`src/rtl/crc_request_arbiter.sv`:
```
// crc_request_arbiter: round-robin front end sharing one multi-cycle
// CRC engine among REQUESTERS clients, with a result watchdog.

module crc_request_arbiter #(
  parameter int REQUESTERS = 4,
  parameter int DATAWIDTH  = 128,
  parameter int POLYWIDTH  = 8,
  parameter int TIMEOUT    = 1024
) (
  input  logic                  clk_i,
  input  logic                  rst_i,
  input  logic [REQUESTERS-1:0] req_valid_i,
  input  logic [REQUESTERS*(DATAWIDTH+POLYWIDTH)-1:0] req_data_i,
  output logic [REQUESTERS-1:0] req_ready_o,
  output logic [REQUESTERS-1:0] resp_valid_o,
  input  logic [REQUESTERS-1:0] resp_ready_i,
  output logic [DATAWIDTH+POLYWIDTH-1:0] resp_data_o,
  output logic                  resp_ok_o,
  output logic                  resp_err_o,
  output logic                  eng_start_o,
  output logic [DATAWIDTH+POLYWIDTH-1:0] eng_data_o,
  input  logic                  eng_busy_i,
  input  logic                  eng_valid_i,
  input  logic [DATAWIDTH+POLYWIDTH-1:0] eng_data_i
);

  localparam int VW = DATAWIDTH + POLYWIDTH;
  localparam int IW = (REQUESTERS > 1) ? $clog2(REQUESTERS) : 1;
  localparam int SW = IW + 1;
  localparam int WW = $clog2(TIMEOUT + 1);

  typedef enum logic [1:0] {
    S_IDLE,
    S_ISSUE,
    S_WAIT,
    S_RESP
  } state_t;

  state_t          r_state;
  state_t          w_state_nxt;
  logic [IW-1:0]   r_gnt;
  logic [IW-1:0]   w_pick;
  logic [SW-1:0]   w_sum;
  logic            w_any;
  logic            w_accept;
  logic [VW-1:0]   r_vec;
  logic [VW-1:0]   r_rdata;
  logic [VW-1:0]   w_rdata_nxt;
  logic            r_ok;
  logic            w_ok_nxt;
  logic            r_err;
  logic            w_err_nxt;
  logic [WW-1:0]   r_wdog;
  logic [WW-1:0]   w_wdog_nxt;

  // Scan from farthest to nearest so the nearest valid client wins.
  always_comb begin
    w_any  = 1'b0;
    w_pick = r_gnt;
    w_sum  = '0;
    for (int k = REQUESTERS; k >= 1; k--) begin
      w_sum = {1'b0, r_gnt} + SW'(k);
      if (w_sum >= SW'(REQUESTERS)) begin
        w_sum = w_sum - SW'(REQUESTERS);
      end
      if (req_valid_i[w_sum[IW-1:0]]) begin
        w_any  = 1'b1;
        w_pick = w_sum[IW-1:0];
      end
    end
  end

  assign w_accept = (r_state == S_IDLE) && w_any;

  // Held low during reset so no accept strobe escapes.
  always_comb begin
    req_ready_o = '0;
    if (w_accept && !rst_i) begin
      req_ready_o[w_pick] = 1'b1;
    end
  end

  always_comb begin
    resp_valid_o = '0;
    if (r_state == S_RESP) begin
      resp_valid_o[r_gnt] = 1'b1;
    end
  end

  assign eng_start_o = (r_state == S_ISSUE);
  assign eng_data_o  = eng_start_o ? r_vec : '0;
  assign resp_data_o = r_rdata;
  assign resp_ok_o   = r_ok;
  assign resp_err_o  = r_err;

  always_comb begin
    w_state_nxt = r_state;
    w_wdog_nxt  = r_wdog;
    w_rdata_nxt = r_rdata;
    w_ok_nxt    = r_ok;
    w_err_nxt   = r_err;
    unique case (r_state)
      S_IDLE: begin
        if (w_any) begin
          w_state_nxt = S_ISSUE;
        end
      end
      S_ISSUE: begin
        if (!eng_busy_i) begin
          w_state_nxt = S_WAIT;
          w_wdog_nxt  = '0;
        end
      end
      S_WAIT: begin
        if (eng_valid_i) begin
          w_rdata_nxt = eng_data_i;
          w_ok_nxt    = ~|eng_data_i[POLYWIDTH-1:0];
          w_err_nxt   = 1'b0;
          w_state_nxt = S_RESP;
        end else if (r_wdog == WW'(TIMEOUT - 1)) begin
          w_rdata_nxt = '0;
          w_ok_nxt    = 1'b0;
          w_err_nxt   = 1'b1;
          w_state_nxt = S_RESP;
        end else begin
          w_wdog_nxt  = r_wdog + WW'(1);
        end
      end
      S_RESP: begin
        if (resp_ready_i[r_gnt]) begin
          w_state_nxt = S_IDLE;
        end
      end
      default: begin
        w_state_nxt = S_IDLE;
      end
    endcase
  end

  always_ff @(posedge clk_i or posedge rst_i) begin
    if (rst_i) begin
      r_state <= S_IDLE;
      r_gnt   <= IW'(REQUESTERS - 1);
      r_vec   <= '0;
      r_rdata <= '0;
      r_ok    <= 1'b0;
      r_err   <= 1'b0;
      r_wdog  <= '0;
    end else begin
      r_state <= w_state_nxt;
      r_wdog  <= w_wdog_nxt;
      r_rdata <= w_rdata_nxt;
      r_ok    <= w_ok_nxt;
      r_err   <= w_err_nxt;
      if (w_accept) begin
        r_gnt <= w_pick;
        r_vec <= req_data_i[int'(w_pick)*VW +: VW];
      end
    end
  end

endmodule

```
`config.mk`:
```
export PLATFORM = sky130hd
export DESIGN_NAME = crc_request_arbiter
export DESIGN_NICKNAME = d
export VERILOG_FILES = /design/src/rtl/crc_request_arbiter.sv
export SDC_FILE = /design/constraint.sdc
export NUM_CORES = 1
export LEC_CHECK = 0
export CORE_AREA = 2 2 380 382
export DETAILED_ROUTE_END_ITERATION = 8
export DIE_AREA = 0 0 382 384
export MAX_ROUTING_LAYER = met4
export SLEW_MARGIN = 25
export SYNTH_ARGS = -nofsm -noshare
export SYNTH_HDL_FRONTEND = slang
export SYNTH_SLANG_ARGS = --single-unit
```
`constraint.sdc`:
```
create_clock -name clk_i -period 21 [get_ports clk_i]
set_input_delay 3.15 -clock clk_i [delete_from_list [all_inputs] [get_ports clk_i]]
set_output_delay 3.15 -clock clk_i [all_outputs]
set_load 0.02 [all_outputs]
```
==> results.md, run 1 <==
* Most frequent cells after synthesis: sky130_fd_sc_hd__dfrtp_1 (287), sky130_fd_sc_hd__nor2_1 (283), sky130_fd_sc_hd__nand2b_1 (142)
* Final-report setup violation count at 0
* Antenna violations before repair at 33
* Reg2Reg Launch Point: r_gnt[0]$_DFFE_PP1P_
* Count of clock tree sinks at 289
* Number of buffers added for setup after CTS at 0
* Reg area at 7238 um^2
* Share of power burned in combinational logic at 66.5%
* Netlist area before placement at about 19,000 um^2
* Overflow left after global routing at 0
* Post-Syn Instances at approximately 2,000
* Worst hold path type: reg -> reg
* Total clock buffers created by CTS at 38
* Post-detailed-route wirelength per cell at 23.00 um
* Critical path startpoint: req_valid_i[3]
* H-tree depth at 2
* Clock insertion delay at the later pin of the skew report at 0.61 ns
* Cells taking the most area after synthesis: sky130_fd_sc_hd__dfrtp_1 (38%), sky130_fd_sc_hd__mux2i_1 (7.4%), sky130_fd_sc_hd__o32a_1 (7.2%), sky130_fd_sc_hd__a22o_1 (6.2%), sky130_fd_sc_hd__o22a_1 (6.2%)
* P&R area growth vs syn at 66.95%
* Number of fill cells in the layout at 15,470
* Post-synthesis cell type with the largest combined area: sky130_fd_sc_hd__dfrtp_1
* Count of antenna-violating nets left after detailed routing at 0
* RD Place Congestion at 0.8998
* Max frequency at 101.9 MHz
* Synth Area per Inst at 9.502 um^2
* CP Capture Type: output pin
* FF+latch count, synth at 289
* Share of the clock period used by the worst path at a little under half
* Die Width at ~380 um
* FP Rows at ~140
* Async SR Flop Fraction at 100.0%
* Crit-path most repeated cell: sky130_fd_sc_hd__clkdlybuf4s50_1
* Sequence of cells on the critical path: clkdlybuf4s50_1 -> inv_1 -> a211o_1 -> o21ai_4 -> buf_12 -> o32a_2 -> buf_4 -> nor4_1 -> clkdlybuf4s50_1
* Floorplan die area at 146,700 um^2
* Endpoint arrival time on the critical path at 6.66 ns
* Sw power at approximately 2500 uW
* Worst-Margin Slew at approximately 1.0 ns
* Worst setup skew after layout at around 0.027 ns
* Root Buffer: sky130_fd_sc_hd__clkbuf_16
* Iteration count of the initial detailed-routing pass at 5
* Count of input and output buffers at 974
* Number of distinct standard cells referenced by the synthesized netlist at 45
* Effective utilization at floorplan at 13.38%
* Violation count after the first detailed-route iteration at ~1,400
* Routed via count divided by cell count at 4.288
* Number of resized instances in the post-cts repair step at 0
* Max cap viols at 0
* Register clock-pin slew on the reported worst setup and hold paths at about 0.050 ns
* Switching fraction of total power at 48.07%
* Number of enable flip-flop cells after synthesis at 0
* Primary FF master, synth: sky130_fd_sc_hd__dfrtp_1
* Overall Global Routing Usage at between 10 and 15%
* Core region area at roughly 140,000 um^2
* RSZ-0062 raised after global routing: no
* Fraction of power consumed by the clock network at 13.4%
* Fraction of the yosys area taken by sequential cells at 37.86%
* Launching element type of the critical path: primary input
* Nets at 3,543
* Portion of synthesized cell area occupied by the leading cell type at 37.59%
* Sequential share of power at roughly 20%
* Sum Neg Setup Slack at 0 ns
* Largest stage delay on the critical path at 0.76 ns
* Clock buffer depth at 3
* Worst Setup EP: req_ready_o[1]
* Synthesized net count at 2,712
* Final hold violation count at 0
* Crit Path Category: in -> out
* Number of global-route vias before repair at 20,430
* Worst hold slack after final layout at 0.4854 ns
* Cell count of the worst reg-to-reg path at 12
* Cell-internal power at 2647 uW
* Global-route wire length before repair at 153,600 um
* Worst IR drop on VDD at 0.0001276 V
* Total Wirelength at between 100,000 and 150,000 um
* Worst-path fanout max at about 100
* Ratio of cells with drive above 1 in the final layout at under 10%
* Worst slew margin relative to its limit at 31.08%
* Slew Limit Fails at 0
* Multi-input combinational cell area at 10,760 um^2
* Number of buffers inserted by hold repair at cts at 0
* R2r setup slk at about 15 ns
* DRC violation count after routing at 0
* TritonCTS clock tree: built
* Total number of yosys warnings at 0
* Req. time, crit path at 17.85 ns
* I/O pin total at 975
* PwrDens at 159.8 nW/um^2
* Slowest-stage cell, CP: sky130_fd_sc_hd__clkdlybuf4s50_1
* Status: complete, no violations
* Most instantiated library cell after synthesis: sky130_fd_sc_hd__dfrtp_1
* Final HPWL from detailed placement at a little over 80,000 um
* Endpoint of the most critical register-to-register path: r_vec[54]$_DFFE_PP0P_
* Count of vias placed by the detailed router at between 20,000 and 25,000
* Fin crit period at 9.810 ns
* Y dimension of the die at around 380 um
* Largest net degree at the start of global routing at 147
* Static Leak at 0.01219 uW
## critical path, delay by kind of cell
kind                   cells  cell delay, ns
buffers and inverters      5            2.47
AO/OA/AOI/OAI              3            0.77
AND/OR/NAND/NOR            1            0.14
## logic make-up after synthesis
logic type,synth area share [%]
compound gates,31.86
simple gates,15.79
flops,37.86
buf+inv,6.240
mux,7.661
fa+ha+maj,0.5893
## sequential cells by signal, indices dropped and copies added, names as in the netlist
signal	flops
resp_ok_o	1
r_vec	136
r_wdog	11
r_gnt	2
resp_data_o	136
resp_err_o	1
r_state	2
## layout by cell type, fill, tap and decap left out, types with 2 or more instances in the layout
cell type / n
sky130_fd_sc_hd__clkinv_16: 3
sky130_fd_sc_hd__nand2_1: 8
sky130_fd_sc_hd__inv_1: 5
sky130_fd_sc_hd__nor4_1: 4
sky130_fd_sc_hd__a22o_1: 136
sky130_fd_sc_hd__clkbuf_16: 38
sky130_fd_sc_hd__a31oi_1: 6
sky130_fd_sc_hd__dfrtp_1: 287
sky130_fd_sc_hd__nand4_1: 3
sky130_fd_sc_hd__buf_4: 46
sky130_fd_sc_hd__nor2_4: 2
sky130_fd_sc_hd__diode_2: 17
sky130_fd_sc_hd__o21ai_4: 2
sky130_fd_sc_hd__o22ai_1: 116
sky130_fd_sc_hd__and3_1: 4
sky130_fd_sc_hd__a21oi_1: 4
sky130_fd_sc_hd__ha_1: 8
sky130_fd_sc_hd__buf_12: 3
sky130_fd_sc_hd__o31ai_1: 141
sky130_fd_sc_hd__o32a_1: 136
sky130_fd_sc_hd__mux2i_1: 141
sky130_fd_sc_hd__and2_1: 140
sky130_fd_sc_hd__nand3_1: 8
sky130_fd_sc_hd__nor2_1: 281
sky130_fd_sc_hd__o22ai_2: 20
sky130_fd_sc_hd__clkbuf_8: 8
sky130_fd_sc_hd__o21ai_0: 21
sky130_fd_sc_hd__a211o_1: 2
sky130_fd_sc_hd__clkbuf_1: 13
sky130_fd_sc_hd__mux2_4: 2
sky130_fd_sc_hd__o22a_1: 136
sky130_fd_sc_hd__clkinv_2: 5
sky130_fd_sc_hd__clkdlybuf4s50_1: 974
sky130_fd_sc_hd__nand2b_1: 142
## per-stage QoR
stage | area (um^2) | std cells | util, % | worst slack, ns | power, uW
2_1_floorplan | 19110 | 2011 | - | 7.661 | 3112
3_3_place_gp | 30570 | 4704 | 21.41 | 11.14 | 4415
3_5_place_dp | 30570 | 4704 | 21.41 | 11.15 | 4440
4_1_cts | 31830 | 4773 | 22.29 | 11.14 | 5154
5_1_grt | 31900 | 4789 | 22.34 | 11.01 | 5412
6_report | 31900 | 4791 | 22.34 | 11.19 | 5097
## layer usage
metal  up-vias  GRT usage, %  part of all wire [%]
met1     10220         18.31                    43
li1       9337             -                     -
met4         0         4.528                   2.7
met3       131         3.251                   6.6
met2       860         23.28                    48
met5         -             -                     0
## cell type report
type,count,area share [%]
diodes,17,0.1333
clock buffers,59,3.479
clock inverters,10,0.4785
inverters,7,0.1059
multi-input cells,1482,33.73
flip-flops and latches,289,22.69
well taps,1903,7.464
repair buffers,1024,31.92
## power groups by stage
stage,clock network (uW),logic [uW],registers [uW]
2_1_floorplan,0,2020,1090
3_3_place_gp,0,3400,1020
3_5_place_dp,0,3420,1020
4_1_cts,706,3430,1020
5_1_grt,723,3640,1050
6_report,681,3390,1030
## how the worst min path moves through the flow
stage	from	end	cells after the start
detailed placement	resp_ok_o$_DFFE_PP0P_	resp_ok_o$_DFFE_PP0P_	1
floorplan	r_wdog[8]$_DFFE_PP0P_	r_wdog[8]$_DFFE_PP0P_	1
global placement	resp_ok_o$_DFFE_PP0P_	resp_ok_o$_DFFE_PP0P_	1
global route	resp_data_o[107]$_DFFE_PP0P_	resp_data_o[107]$_DFFE_PP0P_	1
CTS	resp_ok_o$_DFFE_PP0P_	resp_ok_o$_DFFE_PP0P_	1
finish	resp_ok_o$_DFFE_PP0P_	resp_ok_o$_DFFE_PP0P_	1
No activity file was read; power rests on OpenSTA's default activity.
==> run 2: changes to the inputs <==
--- a/config.mk
+++ b/config.mk
@@ -5,9 +5,9 @@
 export SDC_FILE = /design/constraint.sdc
 export NUM_CORES = 1
 export LEC_CHECK = 0
-export CORE_AREA = 2 2 380 382
+export CORE_AREA = 2 2 379 381
 export DETAILED_ROUTE_END_ITERATION = 8
-export DIE_AREA = 0 0 382 384
+export DIE_AREA = 0 0 381 383
 export MAX_ROUTING_LAYER = met4
 export SLEW_MARGIN = 25
 export SYNTH_ARGS = -nofsm -noshare
==> constraint.sdc (replaced) <==
create_clock -name clk_i -period 8.61 [get_ports clk_i]
set_input_delay 1.2915 -clock clk_i [delete_from_list [all_inputs] [get_ports clk_i]]
set_output_delay 1.2915 -clock clk_i [all_outputs]
set_load 0.02 [all_outputs]
==> results.md, run 2 (synthesized netlist as in run 1, its figures left out) <==
* Max cap viols at 0 (unchanged)
* Reg2Reg Launch Point: r_gnt[0]$_DFFE_PP1P_ (unchanged)
* Status: complete, no violations (unchanged)
* Number of buffers inserted by hold repair at cts at 0 (unchanged)
* Ratio of cells with drive above 1 in the final layout at 4.658% (was 5.085%)
* Count of input and output buffers at 974 (unchanged)
* Routed via count divided by cell count at 4.354 (was 4.288)
* Overflow left after global routing at 0 (unchanged)
* RSZ-0062 raised after global routing: no (unchanged)
* Share of the clock period used by the worst path at 77.60%
* Critical path startpoint: r_gnt[0]$_DFFE_PP1P_ (was req_valid_i[3])
* Sum Neg Setup Slack at 0 ns (unchanged)
* PwrDens at 389.2 nW/um^2 (was 159.8 nW/um^2)
* Final hold violation count at 0 (unchanged)
* DRC violation count after routing at 0 (unchanged)
* Nets at 3,527 (was 3,543)
* Root Buffer: sky130_fd_sc_hd__clkbuf_16 (unchanged)
* Iteration count of the initial detailed-routing pass at 7 (was 5)
* Crit Path Category: reg -> out (was in -> out)
* Post-detailed-route wirelength per cell at 23.65 um (was 23.00 um)
* Cell-internal power at 6494 uW (was 2647 uW)
* Number of resized instances in the post-cts repair step at 0 (unchanged)
* Post-route worst setup slack at 1.929 ns (was 11.19 ns)
* Switching fraction of total power at 47.70% (was 48.07%)
* Y dimension of the die at 383 um (was 384 um)
* TritonCTS clock tree: built (unchanged)
* Sw power at 5924 uW (was 2450 uW)
* I/O pin total at 975 (unchanged)
* Endpoint arrival time on the critical path at 5.39 ns (was 6.66 ns)
* FP Rows at 139 (unchanged)
* Max frequency at 149.7 MHz
* Fin crit period at 6.681 ns
* Largest net degree at the start of global routing at 140 (was 147)
* Total clock buffers created by CTS at 40 (was 38)
* Antenna violations before repair at 42 (was 33)
* Floorplan die area at 145,900 um^2 (was 146,700 um^2)
* Fraction of power consumed by the clock network at 14.1% (was 13.4%)
* Worst-path fanout max at 139 (was 102)
* Count of antenna-violating nets left after detailed routing at 0 (unchanged)
* Number of buffers added for setup after CTS at 0 (unchanged)
* Global-route wire length before repair at 157,100 um (was 153,600 um)
* Worst slew margin relative to its limit at 30.63% (was 31.08%)
* Clock buffer depth at 3 (unchanged)
* CP Capture Type: output pin (unchanged)
* Final-report setup violation count at 0 (unchanged)
* Count of vias placed by the detailed router at 20,820 (was 20,550)
* Share of power burned in combinational logic at 65.7% (was 66.5%)
* Static Leak at 0.01216 uW (was 0.01219 uW)
* Violation count after the first detailed-route iteration at 1,562 (was 1,372)
* Die Width at 381 um (was 382 um)
* Worst slack, placed at 2.398 ns (was 11.15 ns)
* Worst IR drop on VDD at 0.0004701 V (was 0.0001276 V)
* Core region area at 142,300 um^2 (was 142,800 um^2)
* P&R area growth vs syn at 66.98% (was 66.95%)
* Overall Global Routing Usage at 15.11% (was 14.60%)
* Sequence of cells on the critical path: inv_1 -> ha_1 -> nor2_1 -> a211o_1 -> o21ai_4 -> buf_12 -> o32ai_4 -> nor4_2 -> clkdlybuf4s50_1 (was clkdlybuf4s50_1 -> inv_1 -> a211o_1 -> o21ai_4 -> buf_12 -> o32a_2 -> buf_4 -> nor4_1 -> clkdlybuf4s50_1)
* Count of clock tree sinks at 289 (unchanged)
* Total Wirelength at 113,100 um (was 110,200 um)
* Sequential share of power at 20.2% (was 20.1%)
* Worst setup skew after layout at 0.04163 ns (was 0.02747 ns)
* Number of global-route vias before repair at 20,290 (was 20,430)
* Effective utilization at floorplan at 13.43% (was 13.38%)
* Slowest-stage cell, CP: sky130_fd_sc_hd__dfstp_4 (was sky130_fd_sc_hd__clkdlybuf4s50_1)
* RD Place Congestion at 0.8689 (was 0.8998)
* Worst hold slack after final layout at 0.4916 ns (was 0.4854 ns)
* Final HPWL from detailed placement at 84,240 um (was 83,070 um)
* Largest stage delay on the critical path at 1.09 ns (was 0.76 ns)
* Req. time, crit path at 7.32 ns (was 17.85 ns)
* Slew Limit Fails at 0 (unchanged)
* Launch instance of the worst min-delay path: resp_ok_o$_DFFE_PP0P_ (unchanged)
* Most used cells in the layout excluding fill and tap cells: sky130_fd_sc_hd__clkdlybuf4s50_1 (974), sky130_fd_sc_hd__dfrtp_1 (287), sky130_fd_sc_hd__nor2_1 (281), sky130_fd_sc_hd__nand2b_1 (142) (unchanged)
* Register clock-pin slew on the reported worst setup and hold paths at 0.06 ns (was 0.05 ns)
* Worst-Margin Slew at 1.040 ns (was 1.025 ns)
* H-tree depth at 2 (unchanged)
* Most frequent standard cell in the layout excluding fill and tap cells: sky130_fd_sc_hd__clkdlybuf4s50_1 (unchanged)
* Clock insertion delay at the later pin of the skew report at 0.62 ns (was 0.61 ns)
* Worst hold path type: reg -> reg (unchanged)
* Launching element type of the critical path: flop (was primary input)
==> run 2: cell types whose count changed in the layout (fill, tap and decap cells not counted), sizes merged <==
| cell | before | now |
|---|---|---|
| clkbuf | 59 | 58 |
| bufinv | 1 | 3 |
| clkinv | 9 | 10 |
| diode | 17 | 23 |
| buf | 50 | 32 |
==> run 2: worst paths after layout <==
check / to / slack, ns / cells past startpoint
max: req_ready_o[3] / 1.93 / 9
min: resp_ok_o$_DFFE_PP0P_ / 0.49 / 1
max reg2reg: r_vec[54]$_DFFE_PP0P_ / 3.53 / 10
min reg2reg: resp_ok_o$_DFFE_PP0P_ / 0.49 / 1
max in group asynchronous: r_vec[93]$_DFFE_PP0P_ / 5.76 / 4
min in group asynchronous: r_vec[11]$_DFFE_PP0P_ / 1.56 / 3
==> run 2: cell type report <==
| type | count | area [um^2] |
|---|---|---|
| tap | 1903 | 2381 |
| clock inverter | 13 | 212.7 |
| sequential | 289 | 7238 |
| clock buffer | 58 | 1129 |
| timing repair buffer | 1006 | 10080 |
| inverter | 7 | 30.03 |
| multi-input combinational | 1482 | 10770 |
| fill | 15590 | 110400 |
| antenna | 23 | 57.56 |
==> run 2: power groups by stage <==
stage,Clock [uW],Sequential (uW),Combinational [uW]
finish,1760,2510,8160
global route,1880,2580,8740
CTS,1830,2490,8260
detailed placement,0,2500,8230
global placement,0,2490,8150
floorplan,0,2670,4920
==> run 2: critical path, delay by kind of cell, from the launching register on <==
kind	cells	cell delay, ns
flops	1	1.09
buf+inv	3	1.57
simple gates	2	0.83
compound gates	3	0.62
fa+ha+maj	1	0.63
==> run 2: stage by stage <==
step | power, uW | std cells | utilization, % | instance area, um^2
finish | 12420 | 4781 | 22.43 | 31910
global placement | 10640 | 4685 | 21.41 | 30460
detailed placement | 10730 | 4687 | 21.44 | 30510
floorplan | 7592 | 2011 | - | 19110
global route | 13200 | 4777 | 22.42 | 31900
CTS | 12570 | 4758 | 22.39 | 31850
==> run 2: routing by layer <==
| metal | GRT usage [%] | part of all wire, % |
|---|---|---|
| met1 | 19.87 | 45 |
| met5 | - | 0 |
| met4 | 3.770 | 2.3 |
| met2 | 23.07 | 46 |
| met3 | 3.796 | 7.2 |
